$ cat src/rtl/count_down_timer_if.sv
// Bus bundle for count_down_timer: control inputs toward the timer and
// count/status outputs back to the consumer.
interface count_down_timer_if #(
  parameter int WIDTH = 8
);
  logic             iStart;
  logic [WIDTH-1:0] iLoadVal;
  logic             iEnable;
  logic             iAck;
  logic [WIDTH-1:0] oCount;
  logic             oBusy;
  logic             oDone;
  logic             oTc;

  // Controller side: drives start/load/enable/ack, observes the timer.
  modport master (
    output iStart, iLoadVal, iEnable, iAck,
    input  oCount, oBusy, oDone, oTc
  );

  // Timer side.
  modport slave (
    input  iStart, iLoadVal, iEnable, iAck,
    output oCount, oBusy, oDone, oTc
  );
endinterface

$ cat src/rtl/count_down_timer.sv
// count_down_timer: loadable, enable-gated down-counter with terminal-count
// pulse and a done flag held until acknowledged.
// Optional periodic mode: define COUNT_DOWN_TIMER_AUTO_RELOAD_EN to reload
// from the captured period instead of stopping at zero.
module count_down_timer #(
  parameter int WIDTH = 8
) (
  input  logic               iClock,
  input  logic               iReset,
  count_down_timer_if.slave  bus
);

  typedef enum logic [1:0] {
    IDLE = 2'd0,
    RUN  = 2'd1,
    DONE = 2'd2
  } state_t;

  localparam logic [WIDTH-1:0] ZERO = '0;
  localparam logic [WIDTH-1:0] ONE  = {{(WIDTH-1){1'b0}}, 1'b1};

  state_t           state_q, state_d;
  logic [WIDTH-1:0] count_q, count_d;
  logic             tc_q, tc_d;

`ifdef COUNT_DOWN_TIMER_AUTO_RELOAD_EN
  logic [WIDTH-1:0] period_q, period_d;
  logic             sticky_q, sticky_d;
  logic             reload_evt;
`endif

  // State and datapath registers, cleared asynchronously by iReset.
  always_ff @(posedge iClock or negedge iReset) begin
    if (!iReset) begin
      state_q  <= IDLE;
      count_q  <= ZERO;
      tc_q     <= 1'b0;
`ifdef COUNT_DOWN_TIMER_AUTO_RELOAD_EN
      period_q <= ZERO;
      sticky_q <= 1'b0;
`endif
    end else begin
      // NOTE: non-blocking so every register samples the pre-edge values.
      state_q  <= state_d;
      count_q  <= count_d;
      tc_q     <= tc_d;
`ifdef COUNT_DOWN_TIMER_AUTO_RELOAD_EN
      period_q <= period_d;
      sticky_q <= sticky_d;
`endif
    end
  end

  // Next-state and next-count decode; iStart overrides everything else.
  always_comb begin
    // NOTE: defaults first so no path leaves a variable unassigned (no latch).
    state_d = state_q;
    count_d = count_q;
    tc_d    = 1'b0;
`ifdef COUNT_DOWN_TIMER_AUTO_RELOAD_EN
    period_d   = period_q;
    sticky_d   = sticky_q;
    reload_evt = 1'b0;
`endif

    if (bus.iStart) begin
      // Accepted in every state; an abandoned count produces no pulse.
`ifdef COUNT_DOWN_TIMER_AUTO_RELOAD_EN
      period_d = bus.iLoadVal;
`endif
      if (bus.iLoadVal == ZERO) begin
        count_d = ZERO;
        tc_d    = 1'b1;
        state_d = DONE;
      end else begin
        count_d = bus.iLoadVal;
        state_d = RUN;
      end
    end else begin
      unique case (state_q)
        IDLE: begin
          state_d = IDLE;
        end
        RUN: begin
          if (bus.iEnable) begin
            if (count_q > ONE) begin
              count_d = count_q - ONE;
            end else begin
              // Terminal step; a zero count here is treated the same so the
              // counter can never wrap below zero.
              tc_d = 1'b1;
`ifdef COUNT_DOWN_TIMER_AUTO_RELOAD_EN
              count_d    = period_q;
              reload_evt = 1'b1;
`else
              count_d = ZERO;
              state_d = DONE;
`endif
            end
          end
        end
        DONE: begin
          count_d = ZERO;
          if (bus.iAck) begin
            state_d = IDLE;
          end
        end
        default: begin
          state_d = IDLE;
          count_d = ZERO;
        end
      endcase
    end

`ifdef COUNT_DOWN_TIMER_AUTO_RELOAD_EN
    // A fresh reload event wins over a simultaneous acknowledge.
    if (reload_evt) begin
      sticky_d = 1'b1;
    end else if (bus.iAck) begin
      sticky_d = 1'b0;
    end
`endif
  end

  assign bus.oCount = count_q;
  assign bus.oBusy  = (state_q == RUN);
  assign bus.oTc    = tc_q;
`ifdef COUNT_DOWN_TIMER_AUTO_RELOAD_EN
  assign bus.oDone  = (state_q == DONE) || sticky_q;
`else
  assign bus.oDone  = (state_q == DONE);
`endif

  // Structural invariants of the counter.
  a_done_holds_zero : assert property (@(posedge iClock) disable iff (!iReset)
    (state_q == DONE) |-> (count_q == ZERO));
  a_run_nonzero : assert property (@(posedge iClock) disable iff (!iReset)
    (state_q == RUN) |-> (count_q != ZERO));
`ifndef COUNT_DOWN_TIMER_AUTO_RELOAD_EN
  a_tc_at_zero : assert property (@(posedge iClock) disable iff (!iReset)
    tc_q |-> (count_q == ZERO));
`endif

endmodule

$ cat src/flat_wrapper.sv
// flat-port wrapper written by rule: the top's interface ports become plain ports
module count_down_timer_flat 
#(
  parameter int WIDTH = 8
)
  (iClock, iReset, bus_iStart, bus_iLoadVal, bus_iEnable, bus_iAck, bus_oCount, bus_oBusy, bus_oDone, bus_oTc);
  count_down_timer_if #(.WIDTH(WIDTH)) bus_i ();
  input  logic iClock;
  input  logic iReset;
  input wire logic [$bits(bus_i.iStart)-1:0] bus_iStart;
  input wire logic [$bits(bus_i.iLoadVal)-1:0] bus_iLoadVal;
  input wire logic [$bits(bus_i.iEnable)-1:0] bus_iEnable;
  input wire logic [$bits(bus_i.iAck)-1:0] bus_iAck;
  output wire logic [$bits(bus_i.oCount)-1:0] bus_oCount;
  output wire logic [$bits(bus_i.oBusy)-1:0] bus_oBusy;
  output wire logic [$bits(bus_i.oDone)-1:0] bus_oDone;
  output wire logic [$bits(bus_i.oTc)-1:0] bus_oTc;
  assign bus_i.iStart = bus_iStart;
  assign bus_i.iLoadVal = bus_iLoadVal;
  assign bus_i.iEnable = bus_iEnable;
  assign bus_i.iAck = bus_iAck;
  assign bus_oCount = bus_i.oCount;
  assign bus_oBusy = bus_i.oBusy;
  assign bus_oDone = bus_i.oDone;
  assign bus_oTc = bus_i.oTc;
  count_down_timer #(.WIDTH(WIDTH)) u_core (.iClock(iClock), .iReset(iReset), .bus(bus_i));
endmodule
$ cat config.mk
export PLATFORM = sky130hd
export DESIGN_NAME = count_down_timer_flat
export DESIGN_NICKNAME = d
export VERILOG_FILES = /design/src/rtl/count_down_timer_if.sv /design/src/rtl/count_down_timer.sv /design/src/flat_wrapper.sv
export SDC_FILE = /design/constraint.sdc
export NUM_CORES = 1
export LEC_CHECK = 0
export CORE_MARGIN = 2
export CORE_UTILIZATION = 39
export CTS_CLUSTER_SIZE = 16
export DETAILED_ROUTE_END_ITERATION = 8
export GPL_TIMING_DRIVEN = 0
export HOLD_SLACK_MARGIN = 0.03
export PLACE_DENSITY = 0.7
export SKIP_LAST_GASP = 1
export SYNTH_ARGS = -nofsm -noshare
export SYNTH_HDL_FRONTEND = slang
export SYNTH_SLANG_ARGS = --single-unit
$ cat constraint.sdc
create_clock -name iClock -period 1.8 [get_ports iClock]
set_input_delay 0.18 -clock iClock [delete_from_list [all_inputs] [get_ports iClock]]
set_output_delay 0.18 -clock iClock [all_outputs]
set_load 0.005 [all_outputs]
==> results of run 1 <==
how the worst max path moves through the flow:
stage | from | to | cells after the start
3_5_place_dp | bus_iEnable | u_core.bus.oCount[7]$_DFFE_PN0P_ | 4
6_report | u_core.bus.oCount[3]$_DFFE_PN0P_ | u_core.bus.oCount[6]$_DFFE_PN0P_ | 5
2_1_floorplan | u_core.bus.oCount[3]$_DFFE_PN0P_ | u_core.bus.oCount[5]$_DFFE_PN0P_ | 6
4_1_cts | u_core.bus.oCount[3]$_DFFE_PN0P_ | u_core.bus.oCount[6]$_DFFE_PN0P_ | 5
5_1_grt | u_core.bus.oCount[3]$_DFFE_PN0P_ | u_core.bus.oCount[6]$_DFFE_PN0P_ | 5
3_3_place_gp | bus_iEnable | u_core.bus.oCount[7]$_DFFE_PN0P_ | 4
state kept, by name (all words and copies together), names as in the netlist:
| signal | count |
|---|---|
| u_core.bus.oCount | 8 |
| u_core.bus.oTc | 1 |
| u_core.state_q | 2 |
cell families after synthesis:
family                     count (synthesis)  share of synthesized area
AOI/OAI and AO/OA                         31                      0.333
and+or+nand+nor                           23                      0.184
DFF                                       11                      0.389
buffers and inverters                      7                     0.0584
adders and majority gates                  2                     0.0354
worst max-delay path, cell delays in order (launching register included):
cell,delay [ns]
dfrtp_2,0.42
or4_4,0.56
o41ai_4,0.29
buf_4,0.18
nor4_2,0.04
a221o_1,0.28
routing by layer:
| metal | vias to the layer above | global-route usage | routed length [um] |
|---|---|---|---|
| li1 | 353 | - | - |
| met1 | 373 | 0.273 | 896 |
| met2 | 28 | 0.325 | 909 |
| met3 | 6 | 0.0431 | 122 |
| met4 | 0 | 0.126 | 45 |
| met5 | - | 0 | 0 |
layout make-up:
type | count | area (um^2) | area share
Buffer | 2 | 15.0 | 0.0143
Tap cell | 25 | 31.3 | 0.0298
Sequential cell | 11 | 278 | 0.265
Timing Repair Buffer | 29 | 275 | 0.263
Multi-Input combinational cell | 56 | 408 | 0.389
Clock buffer | 4 | 26.3 | 0.0251
Inverter | 4 | 15.0 | 0.0143
synthesized netlist by cell type (2+ instances only):
master	instances
o21a_1	2
nor3_1	3
buf_6	2
a21oi_1	5
o31ai_1	2
inv_1	4
nor2_1	4
ha_1	2
a22o_1	3
o21ai_0	3
nor3b_1	2
dfrtp_1	11
nor4_1	4
nand2_1	3
nor2b_1	2
a221o_1	3
o21ai_1	5
per-stage QoR:
stage / area [um^2] / utilization / TNS (ns)
final: 1050 / 0.614 / -0.314
after global routing: 1050 / 0.614 / -1.06
after CTS: 1030 / 0.601 / -1.15
after detailed placement: 972 / 0.569 / -1.34
after global placement: 972 / 0.569 / -1.32
after floorplan: 711 / - / -0.540
power groups by stage:
stage	registers (mW)	clock network, mW	logic, mW
global placement	0.344	0	0.335
finish	0.345	0.166	0.379
detailed placement	0.346	0	0.339
global route	0.350	0.191	0.418
CTS	0.344	0.174	0.355
floorplan	0.340	0	0.188
what timing repair did:
| action | CTS | global route |
|---|---|---|
| gates resized for setup | 3 | 2 |
| pin swaps | 3 | 1 |
| endpoints found under the setup margin | 8 | 10 |
| setup buffers | 4 | 2 |
| endpoints found under the hold margin | 0 | 0 |
==> run_results.csv, run 1 <==
group,metric,value,unit
run_status,status,"complete, but fails checks",
run_status,violations,"negative setup slack",
die,chipWidth,46.6,um
global_routing,grt_pass1_wl,3190,um
clocking,clock_path_buffers,2,
synthesis,ys_seq_elements,11,
route,via_per_inst,5.80,
clocking,clock-root-buffer,"clkbuf_4",
clocking,cts_hold_buf,0,
power_and_ir_drop,clkPwrFrac,0.187,
sta,rsz0062_at_grt,"yes",
sta,worst_slew_pin_slew,0.605,ns
synthesis,netlist_instances,74,
power_and_ir_drop,sw_frac_of_total,0.343,
setup_path,r2r_start,"u_core.bus.oCount[3]$_DFFE_PN0P_",
setup_path,reg2regPathDepth,5,
synthesis,ys_types,31,
route,ant_nets,0,
setup_path,critPathKind,"flip-flop to flip-flop",
die,num_rows,15,
synthesis,ys_seq_area_frac,0.389,
sta,layout_setup_ws,-0.0842,ns
flow_run,maxCapViolCount,0,
setup_path,rr_endpoint,"u_core.bus.oCount[6]$_DFFE_PN0P_",
setup_path,reg2reg_slack,-0.08,ns
synthesis,async_flop_share,1.00,
synthesis,synth-edff-count,0,
die,initial_core_util,0.414,
power_and_ir_drop,total_power,0.890,mW
route,vias,760,
cells_and_area,post_route_cells_drive_above_1_share,0.170,
setup_path,cp-end-kind,"flip-flop",
place,post-place-cells,122,
route,routed_wl,1970,um
synthesis,synth_largest_area_cell,"dfrtp_1",
sta,setup-violations-final,5,
power_and_ir_drop,p_int,0.584,mW
synthesis,ys_warn_count,0,
place,io_buffers,23,
die,die_height,46.6,um
sta,slew-limit-headroom,0.596,
cells_and_area,final_common_cell,"clkdlybuf4s50_1",
place,gp_congestion,0.772,
route,drt_iter0_drc,31,
clocking,clock_latency,0.26,ns
sta,max_freq,0.531,GHz
power_and_ir_drop,ir_drop,0.440,mV
sta,period_share,1.05,
global_routing,antenna_found_initial,0,
sta,min_period,1.88,ns
setup_path,cp_data_required_time,1.95,ns
setup_path,cp_max_fo,3,
power_and_ir_drop,p_leak,0.414,nW
synthesis,postSynthAreaPerCell,9.55,um^2
min_path,min_path_type,"input pin to asynchronous set/reset pin",
global_routing,grt_max_degree,12,
route,drt_first_pass_iters,4,
power_and_ir_drop,powerDensity,849,nW/um^2
clocking,cts_tree,"yes",
synthesis,syn-num-nets,89,
sta,finalHoldViolCount,0,
clocking,cts_sinks,11,
cells_and_area,fin_nets,122,
cells_and_area,fill_cells,149,
global_routing,grt_pass1_vias,729,
setup_path,arrival,2.03,ns
sta,clock_skew,0.00117,ns
sta,slew_viol_final,0,
place,dp_hpwl,1330,um
route,drc,0,
route,routedWlPerCell,15.1,um
power_and_ir_drop,pwr-share-comb,0.426,
cells_and_area,antenna_cells,0,
synthesis,ys_top_cells_by_area,"dfrtp_1, a221o_1, o41ai_4, a22o_1, a21oi_1",
cells_and_area,stdcell_count,131,
clocking,cts_max_level,1,
global_routing,overflow,0,
clocking,path_clk_slew,0.07,ns
cells_and_area,area_delta_synth_final,48.3,%
synthesis,synth-main-ff-cell,"dfrtp_1",
global_routing,track_usage,0.213,
die,dieArea,2170,um^2
power_and_ir_drop,p_seq_frac,0.387,
die,core-area,1710,um^2
clocking,cts_made_buffers,3,
die,io_pins,24,
synthesis,synth_top_cell_area_share,0.389,
synthesis,synth_area,707,um^2
place,dpl_worst_slack,-0.262,ns
cells_and_area,layout_common_cells,"clkdlybuf4s50_1, dfrtp_1, buf_4, o21ai_1",
setup_path,startpoint_type,"flip-flop",
sta,hold_slack,0.254,ns
power_and_ir_drop,p_switching,0.305,mW
Note: power is estimated with default switching activity, not from simulation.
==> inputs of run 2 (changes only) <==
Settings changed: HOLD_SLACK_MARGIN 0.03 to unset.
==> results of run 2 <==
No change in the layout: final DEF, timing and power equal those of run 1.
